===== config.mk =====
export PLATFORM = sky130hd
export DESIGN_NAME = ihp13_sram_bist_ctrl_flat
export DESIGN_NICKNAME = d
export VERILOG_FILES = /design/src/rtl/ihp13_sram_bist_ctrl_if.sv /design/src/rtl/ihp13_sram_bist_ctrl.sv /design/src/flat_wrapper.sv
export SDC_FILE = /design/constraint.sdc
export NUM_CORES = 1
export LEC_CHECK = 0
export CAP_MARGIN = 20
export CORE_MARGIN = 4
export CORE_UTILIZATION = 38
export CTS_CLUSTER_SIZE = 25
export DETAILED_ROUTE_END_ITERATION = 12
export GPL_TIMING_DRIVEN = 0
export PLACE_DENSITY = 0.83
export SYNTH_ARGS = -nofsm -noshare
export SYNTH_HDL_FRONTEND = slang
export SYNTH_SLANG_ARGS = --single-unit

===== constraint.sdc =====
create_clock -name clk_i -period 9.6 [get_ports clk_i]
set_input_delay 2.4 -clock clk_i [delete_from_list [all_inputs] [get_ports clk_i]]
set_output_delay 2.4 -clock clk_i [all_outputs]
set_load 0.01 [all_outputs]

===== src/rtl/ihp13_sram_bist_ctrl_if.sv =====
// BIST port group between the March C- sequencer and one IHP SG13 single-port SRAM macro.
interface ihp13_sram_bist_ctrl_if #(
  parameter int unsigned NumWords  = 256,
  parameter int unsigned DataWidth = 64
);
  localparam int unsigned AddrWidth = $clog2(NumWords);

  logic                 bist_en_o;
  logic                 bist_men_o;
  logic                 bist_wen_o;
  logic                 bist_ren_o;
  logic [AddrWidth-1:0] bist_addr_o;
  logic [DataWidth-1:0] bist_din_o;
  logic [DataWidth-1:0] bist_bm_o;
  logic [DataWidth-1:0] bist_dout_i;

  modport master (
    output bist_en_o, bist_men_o, bist_wen_o, bist_ren_o,
    output bist_addr_o, bist_din_o, bist_bm_o,
    input  bist_dout_i
  );

  modport slave (
    input  bist_en_o, bist_men_o, bist_wen_o, bist_ren_o,
    input  bist_addr_o, bist_din_o, bist_bm_o,
    output bist_dout_i
  );
endinterface


===== src/rtl/ihp13_sram_bist_ctrl.sv =====
// March C- self-test sequencer for one IHP SG13 single-port SRAM macro; one op per cycle,
// read data checked one cycle later, first mismatch latched.
module ihp13_sram_bist_ctrl #(
  parameter int unsigned  NumWords  = 256,
  parameter int unsigned  DataWidth = 64,
  localparam int unsigned AddrWidth = $clog2(NumWords)
) (
  input  logic                   clk_i,
  input  logic                   rst_ni,
  input  logic                   start_i,
  output logic                   busy_o,
  output logic                   done_o,
  output logic                   fail_o,
  output logic [AddrWidth-1:0]   fail_addr_o,
  output logic [2:0]             fail_elem_o,
  ihp13_sram_bist_ctrl_if.master bist
);
  typedef enum logic [1:0] {IDLE, RUN, DRAIN, DONE} state_e;

  localparam logic [AddrWidth-1:0] LastAddr = AddrWidth'(NumWords - 1);

  state_e               state_reg, state_next;
  logic [2:0]           elem_reg, elem_next;
  logic                 phase_reg, phase_next;
  logic [AddrWidth-1:0] addr_reg, addr_next;
  logic                 cmp_valid_reg, cmp_valid_next;
  logic                 cmp_bg_reg, cmp_bg_next;
  logic [AddrWidth-1:0] cmp_addr_reg, cmp_addr_next;
  logic [2:0]           cmp_elem_reg, cmp_elem_next;
  logic                 fail_reg, fail_next;
  logic [AddrWidth-1:0] fail_addr_reg, fail_addr_next;
  logic [2:0]           fail_elem_reg, fail_elem_next;

  logic op_active, op_read, op_bg, last_phase, dir_down, addr_end, mismatch;

  always_ff @(posedge clk_i or negedge rst_ni) begin
    if (!rst_ni) begin
      state_reg     <= IDLE;
      elem_reg      <= '0;
      phase_reg     <= 1'b0;
      addr_reg      <= '0;
      cmp_valid_reg <= 1'b0;
      cmp_bg_reg    <= 1'b0;
      cmp_addr_reg  <= '0;
      cmp_elem_reg  <= '0;
      fail_reg      <= 1'b0;
      fail_addr_reg <= '0;
      fail_elem_reg <= '0;
    end else begin
      state_reg     <= state_next;
      elem_reg      <= elem_next;
      phase_reg     <= phase_next;
      addr_reg      <= addr_next;
      cmp_valid_reg <= cmp_valid_next;
      cmp_bg_reg    <= cmp_bg_next;
      cmp_addr_reg  <= cmp_addr_next;
      cmp_elem_reg  <= cmp_elem_next;
      fail_reg      <= fail_next;
      fail_addr_reg <= fail_addr_next;
      fail_elem_reg <= fail_elem_next;
    end
  end

  always_comb begin
    op_active  = (state_reg == RUN);
    op_read    = (elem_reg != 3'd0) && !phase_reg;
    // E1..E4 read the background the previous element left and write its complement
    op_bg      = (elem_reg != 3'd0) && (elem_reg != 3'd5) &&
                 (((elem_reg == 3'd2) || (elem_reg == 3'd4)) ^ phase_reg);
    last_phase = phase_reg || (elem_reg == 3'd0) || (elem_reg == 3'd5);
    dir_down   = (elem_reg >= 3'd3);
    addr_end   = dir_down ? (addr_reg == '0) : (addr_reg == LastAddr);
    mismatch   = cmp_valid_reg && (bist.bist_dout_i != {DataWidth{cmp_bg_reg}});

    state_next     = state_reg;
    elem_next      = elem_reg;
    phase_next     = phase_reg;
    addr_next      = addr_reg;
    cmp_valid_next = 1'b0;
    cmp_bg_next    = cmp_bg_reg;
    cmp_addr_next  = cmp_addr_reg;
    cmp_elem_next  = cmp_elem_reg;
    fail_next      = fail_reg;
    fail_addr_next = fail_addr_reg;
    fail_elem_next = fail_elem_reg;

    unique case (state_reg)
      IDLE, DONE: begin
        if (start_i) begin
          state_next     = RUN;
          elem_next      = '0;
          phase_next     = 1'b0;
          addr_next      = '0;
          fail_next      = 1'b0;
          fail_addr_next = '0;
          fail_elem_next = '0;
        end
      end
      RUN: begin
        cmp_valid_next = op_read;
        cmp_bg_next    = op_bg;
        cmp_addr_next  = addr_reg;
        cmp_elem_next  = elem_reg;
        if (!last_phase) begin
          phase_next = 1'b1;
        end else begin
          phase_next = 1'b0;
          if (!addr_end) begin
            addr_next = dir_down ? addr_reg - AddrWidth'(1) : addr_reg + AddrWidth'(1);
          end else if (elem_reg == 3'd5) begin
            state_next = DRAIN;
          end else begin
            elem_next = elem_reg + 3'd1;
            addr_next = (elem_reg >= 3'd2) ? LastAddr : '0;
          end
        end
        if (mismatch) begin
          state_next     = DONE;
          cmp_valid_next = 1'b0;
          fail_next      = 1'b1;
          fail_addr_next = cmp_addr_reg;
          fail_elem_next = cmp_elem_reg;
        end
      end
      DRAIN: begin
        state_next = DONE;
        if (mismatch) begin
          fail_next      = 1'b1;
          fail_addr_next = cmp_addr_reg;
          fail_elem_next = cmp_elem_reg;
        end
      end
      default: state_next = IDLE;
    endcase
  end

  assign busy_o      = (state_reg == RUN) || (state_reg == DRAIN);
  assign done_o      = (state_reg == DONE);
  assign fail_o      = fail_reg;
  assign fail_addr_o = fail_addr_reg;
  assign fail_elem_o = fail_elem_reg;

  assign bist.bist_en_o   = busy_o;
  assign bist.bist_men_o  = op_active;
  assign bist.bist_wen_o  = op_active && !op_read;
  assign bist.bist_ren_o  = op_active && op_read;
  assign bist.bist_addr_o = op_active ? addr_reg : '0;
  assign bist.bist_din_o  = (op_active && !op_read) ? {DataWidth{op_bg}} : '0;
  assign bist.bist_bm_o   = op_active ? '1 : '0;

  a_elem_range: assert property (@(posedge clk_i) disable iff (!rst_ni) elem_reg <= 3'd5);

endmodule


===== src/flat_wrapper.sv =====
// flat-port wrapper written by rule: the top's interface ports become plain ports
module ihp13_sram_bist_ctrl_flat 
#(
  parameter int unsigned  NumWords  = 256,
  parameter int unsigned  DataWidth = 64,
  localparam int unsigned AddrWidth = $clog2(NumWords)
)
  (clk_i, rst_ni, start_i, busy_o, done_o, fail_o, fail_addr_o, fail_elem_o, bist_bist_en_o, bist_bist_men_o, bist_bist_wen_o, bist_bist_ren_o, bist_bist_addr_o, bist_bist_din_o, bist_bist_bm_o, bist_bist_dout_i);
  ihp13_sram_bist_ctrl_if #(.NumWords(NumWords), .DataWidth(DataWidth)) bist_i ();
  input  logic clk_i;
  input  logic rst_ni;
  input  logic start_i;
  output logic busy_o;
  output logic done_o;
  output logic fail_o;
  output logic [AddrWidth-1:0] fail_addr_o;
  output logic [2:0] fail_elem_o;
  output wire logic [$bits(bist_i.bist_en_o)-1:0] bist_bist_en_o;
  output wire logic [$bits(bist_i.bist_men_o)-1:0] bist_bist_men_o;
  output wire logic [$bits(bist_i.bist_wen_o)-1:0] bist_bist_wen_o;
  output wire logic [$bits(bist_i.bist_ren_o)-1:0] bist_bist_ren_o;
  output wire logic [$bits(bist_i.bist_addr_o)-1:0] bist_bist_addr_o;
  output wire logic [$bits(bist_i.bist_din_o)-1:0] bist_bist_din_o;
  output wire logic [$bits(bist_i.bist_bm_o)-1:0] bist_bist_bm_o;
  input wire logic [$bits(bist_i.bist_dout_i)-1:0] bist_bist_dout_i;
  assign bist_bist_en_o = bist_i.bist_en_o;
  assign bist_bist_men_o = bist_i.bist_men_o;
  assign bist_bist_wen_o = bist_i.bist_wen_o;
  assign bist_bist_ren_o = bist_i.bist_ren_o;
  assign bist_bist_addr_o = bist_i.bist_addr_o;
  assign bist_bist_din_o = bist_i.bist_din_o;
  assign bist_bist_bm_o = bist_i.bist_bm_o;
  assign bist_i.bist_dout_i = bist_bist_dout_i;
  ihp13_sram_bist_ctrl #(.NumWords(NumWords), .DataWidth(DataWidth)) u_core (.clk_i(clk_i), .rst_ni(rst_ni), .start_i(start_i), .busy_o(busy_o), .done_o(done_o), .fail_o(fail_o), .fail_addr_o(fail_addr_o), .fail_elem_o(fail_elem_o), .bist(bist_i));
endmodule

* Yosys cells after proc, flatten, opt, wreduce, memory -nomap -nowiden
Cells that the tools add are included.
** Storage, ports and cells
- Register bits after elaboration :: 39
- Latch bits :: 0
- RAM bits :: 0
- Bits in read-only memories :: 0
- Input port bits :: 67
- Output and inout port bits :: 154
- Word-level logic and storage cells :: 92
- Memories :: 0
** Operators by class
- Add/subtract/negate cells :: 3
- Multipliers :: 0
- Divide/modulo/power cells :: 0
- Order comparisons :: 2
- Equality and inequality tests :: 18
- Shift-type cells :: 0
- Multiplexer cells :: 33
- Bitwise logic cells :: 1
- Reductions and logical operators :: 24
** Operator list (number)
- 64-bit two-way mux :: 2
- 8-bit two-way mux :: 8
- 64-bit inequality test :: 1
- 8-bit case mux with 2 select lines :: 2
- 3-bit two-way mux :: 5
- 3-bit inequality test, second input constant :: 5
- 3-bit case mux with 2 select lines :: 2
- 2-bit two-way mux :: 5
- 8-bit by 1-bit adder with 8-bit output, second input constant :: 1
- 8-bit equality test, second input constant :: 1
- 8-bit logical NOT :: 1
- 2-bit inequality test, second input constant :: 4
- 4-bit AND reduction :: 2
- 8-bit by 1-bit subtractor with 8-bit output, second input constant :: 1
- 3-bit equality test, second input constant :: 2
- 3-bit by 2-bit >= comparator with 1-bit output, second input constant :: 2
- 1-bit logical AND :: 6
- 1-bit two-way mux :: 6
- 2-bit case mux with 3 select lines :: 1
- 5-bit AND reduction :: 1
- 2-bit equality test, second input constant :: 2
- 1-bit logical OR :: 4
- 1-bit case mux with 2 select lines :: 2
- 2-bit AND reduction :: 2
- other kinds (11) :: 13

* Depth between registers and ports, before layout
- Depth in word-level cells :: 6
- Mapped depth :: 12
- Depth with buffers taken out :: 11

* Worst setup path before layout
No wires, ideal clock.
- Kind :: flip-flop to output port
- Start point :: register u_core.state_reg[1]
- End point :: output port bist_bist_din_o[10]
- Arrival :: 6.645 ns
- Required time :: 7.200 ns
- Slack :: 0.555 ns
- Cell stages (with the launch flop) :: 8
- Path buffers :: 3
- Cells stage by stage :: dfrtp_1 -> inv_1 -> ha_1 -> clkbuf_1 -> clkbuf_1 -> nand3_1 -> a211oi_1 -> buf_4
** On the way
- Cells in the longest elaborated chain, start to end :: 3
** RTL lines
- from (decl) :: line ihp13_sram_bist_ctrl.sv:22 : state_e state_reg, state_next;
- from (signal assigned) :: line ihp13_sram_bist_ctrl.sv:50 : state_reg <= state_next;
- 2-bit by 1-bit equality test with 1-bit output :: line ihp13_sram_bist_ctrl.sv:65 : op_active = (state_reg == RUN);
- via bist_bist_men_o :: line flat_wrapper.sv:19 : output wire logic [$bits(bist_i.bist_men_o)-1:0] bist_bist_men_o;
- 1-bit logical AND :: line ihp13_sram_bist_ctrl.sv:148 : assign bist.bist_din_o = (op_active && !op_read) ? {DataWidth{op_bg}} : '0;
- 64-bit two-way mux :: line ihp13_sram_bist_ctrl.sv:148
- to (decl) :: line flat_wrapper.sv:23 : output wire logic [$bits(bist_i.bist_din_o)-1:0] bist_bist_din_o;
The timed path passes the listed nets, and every way through them passes these cells.

* Worst setup path in the final report
- Start point :: register u_core.state_reg[1]
- End point :: output port bist_bist_din_o[1]
** On the way
- Cells in the longest elaborated chain, start to end :: 3
** RTL lines (line)
- 2-bit by 1-bit equality test with 1-bit output :: ihp13_sram_bist_ctrl.sv:65
- 1-bit logical AND :: ihp13_sram_bist_ctrl.sv:148
- 64-bit two-way mux :: ihp13_sram_bist_ctrl.sv:148
Every way passes these cells.

==> impl_metrics.py <==
metrics = {
    "worst_setup_path": {
        "cp_data_required_time_ns": 7.20,
        "worstSetupPathType": "reg2out",
        "cpMostUsedCell": "clkbuf_1",
        "critical_path.max_fanout": 26,
        "critPathSlowestCell": "a211oi_4",
        "regToRegSetupSlack_ns": 5.86,
        "arrival_ns": 3.84,
        "path_cells": "inv_1, ha_2, clkbuf_1, clkbuf_1, nand3_1, a211oi_4, buf_8, buf_4, clkdlybuf4s50_1",
        "endpoint": "bist_bist_din_o[1]",
        "startpoint": "u_core.state_reg[1]",
        "crit_path_end_kind": "primary output",
        "r2r-end": "u_core.addr_reg[7]",
        "reg2reg_depth": 11,
        "r2r-start": "u_core.elem_reg[2]",
        "worstSetupStartpointType": "flop",
        "critPathMaxStageDelay_ns": 0.69,
    },
    "route": {
        "drtIter0Drc": 136,
        "post_drt_via_cell_ratio": 4.705,
        "wl_met3_um": 773,
        "drt-met1-wl_um": 4199,
        "antenna_left": 0,
        "via_count": 3529,
        "wl_met2_um": 6158,
        "first_pass_iters": 4,
        "drc": 0,
        "wl_per_cell_um": 15.31,
        "drt-total-wl_um": 11480,
        "routed.top_layer": "met4",
    },
    "floorplanning": {
        "initial_core_util_pct": 39.70,
        "core_um2": 8891,
        "die_w_um": 104.4,
        "die_area_um2": 10890,
        "die_h_um": 104.4,
        "rows": 34,
        "io_pins": 221,
    },
    "yosys": {
        "synth-xor-area-share_pct": 0.7444,
        "synth_top_family_by_area": "buffers and inverters",
        "ys_types": 48,
        "ys_ff_latch": 39,
        "synth_ff_type": "dfrtp_1",
        "ys_async_sr_fraction_pct": 100.0,
        "synth_fa_ha_area_share_pct": 5.530,
        "synth_nets": 493,
        "synth_edf_count": 0,
        "yosys_warnings": 0,
        "seq_area_frac_synth_pct": 27.65,
        "synth_area_um2": 3530,
        "synth-simple-area-share_pct": 17.23,
        "synth_compound_area_share_pct": 13.90,
        "netlist_instances": 411,
        "muxShareOfSynthArea_pct": 3.970,
        "syn_area_per_cell_um2": 8.588,
    },
    "final_layout": {
        "layout.nets": 723,
        "antennaDiodeCount": 0,
        "drive_above_1_share_pct": 23.05,
        "final_area_um2": 6012,
        "syn2layout_area_growth_pct": 70.33,
        "fillers": 709,
    },
    "sta": {
        "final_max_slew_viol_count": 0,
        "fin_ws_ns": 3.360,
        "whs_ns": 0.4804,
        "hold_viol_final": 0,
        "rsz0062_at_grt": "no",
        "finalCritPeriodShare_pct": 65.00,
        "max_freq_mhz": 160.3,
        "maxSlewHeadroom_pct": 42.39,
        "worstMarginPinSlew_ns": 0.8642,
        "clock_skew_ns": 0.005102,
        "layout_min_cycle_time_ns": 6.240,
        "setup_viol": 0,
    },
    "cts": {
        "cts_num_sinks": 39,
        "postCtsHoldBufs": 0,
        "path_clk_slew_ns": 0.07,
        "htree_levels": 2,
        "clock_latency_ns": 0.29,
        "cts_tree": "done",
        "cts_made_buffers": 5,
        "post_cts_buffers": 0,
        "cts_root_buf": "clkbuf_8",
        "cts_resized": 0,
        "clockBufferDepth": 2,
    },
    "power": {
        "leakage_nw": 2.707,
        "vdd.ir_drop.worst_v": 0.0002427,
        "finalPower_mw": 1.440,
        "powerDensity_nw_per_um2": 239.6,
    },
    "global_route": {
        "track_usage_pct": 20.47,
        "grt_pass1_wl_um": 18280,
        "antenna_found_initial": 0,
        "grt_start_max_net_pins": 44,
        "globalRouteOverflowTotal": 0,
        "first_global_vias": 3433,
    },
    "run": {
        "drv_cap": 0,
    },
    "outcome": {
        "status": "finished clean",
    },
    "placement": {
        "io_buffers": 220,
        "place_ws_ns": 3.651,
        "hpwl_um": 9670,
        "gp_congestion": 0.8234,
        "place_area_um2": 5927,
    },
    "min_path": {
        "hold_path_class": "reg2reg",
    },
}
cells in the final DEF, fill, tap and decap left out, drive strengths merged, types with 5 or more instances in the layout:
| master | count |
|---|---|
| nand2 | 31 |
| nor2 | 10 |
| clkbuf | 12 |
| nor4 | 10 |
| or3 | 11 |
| mux2i | 14 |
| nand3 | 11 |
| inv | 24 |
| or4 | 8 |
| clkdlybuf4s50 | 219 |
| a22o | 7 |
| a21o | 12 |
| nor3 | 12 |
| nand4 | 10 |
| ha | 14 |
| o22ai | 7 |
| buf | 134 |
| and2 | 7 |
| a21oi | 5 |
| o21ai | 10 |
| dfrtp | 39 |
Yosys cell counts, drive strengths merged, types with 2 or more instances:
library cell  number  area share [%]
a22o               7             1.7
nor2              10             1.1
mux2i             14             4.0
o31ai              2            0.82
nor4              10             1.9
clkbuf             6            0.64
nand2             31             3.3
nor3              12             1.7
a21oi              5            0.71
o22ai              7             1.2
o21a               3            0.64
buf              130              28
ha                14             5.0
inv               24             2.6
nor2b              3            0.53
nand3             11             1.6
and2               7             1.2
xnor2              2            0.50
nand4             10             1.8
a22oi              2            0.43
a21o              12             2.6
o31a               2            0.50
dfrtp             39              28
o21ai             10             1.4
or3               11             1.9
a211oi             3            0.64
or4                8             1.7
kinds of logic after synthesis:
family,Yosys count
adders and majority gates,15
muxes,14
and+or+nand+nor,115
xor gates and xnor gates,3
buffers and inverters,161
DFF,39
AOI/OAI and AO/OA,64
worst min-delay path by stage:
stage | to | cells after the start | slack [ns] | start
after floorplan | u_core.cmp_addr_reg[2] | 1 | 0.45 | u_core.cmp_addr_reg[2]
after global placement | u_core.fail_o | 1 | 0.46 | u_core.fail_o
after detailed placement | u_core.fail_o | 1 | 0.47 | u_core.fail_o
after CTS | u_core.fail_o | 1 | 0.48 | u_core.fail_o
after global routing | u_core.cmp_addr_reg[2] | 1 | 0.51 | u_core.cmp_addr_reg[2]
final | u_core.fail_o | 1 | 0.48 | u_core.fail_o
metal layers:
| layer | vias to the layer above | global-route usage (%) |
|---|---|---|
| met1 | 1607 | 22.40 |
| met5 | - | 0 |
| met2 | 134 | 38.01 |
| li1 | 1766 | - |
| met4 | 0 | 7.882 |
| met3 | 22 | 4.655 |
worst max-delay path, delay by kind of cell, from the launching register on:
kind	cells	cell delay, ns
flops	1	0.40
compound gates	1	0.69
fa+ha+maj	1	0.51
buf+inv	6	1.74
simple gates	1	0.19
power by group:
part | internal, mW | total (mW) | switching [mW]
registers | 0.209 | 0.251 | 0.0423
logic | 0.618 | 1.08 | 0.464
clock network | 0.0507 | 0.108 | 0.0568
per-stage QoR:
stage          std cells  TNS [ns]  utilization, %
6_report             750         0           67.62
5_1_grt              750         0           67.62
4_1_cts              750         0           67.62
3_5_place_dp         742         0           66.66
3_3_place_gp         739    -63.34           65.99
2_1_floorplan        411         0               -
cell type report:
type / count / area, µm² / area share, %
plain buffers: 136 / 999.7 / 16.63
clock buffers: 6 / 72.57 / 1.207
clock inverters: 2 / 12.51 / 0.2081
inverters: 25 / 93.84 / 1.561
multi-input cells: 211 / 1475 / 24.54
flip-flops and latches: 39 / 975.9 / 16.23
well taps: 108 / 135.1 / 2.248
repair buffers: 223 / 2247 / 37.38
Note: power is estimated with default switching activity, not from simulation.
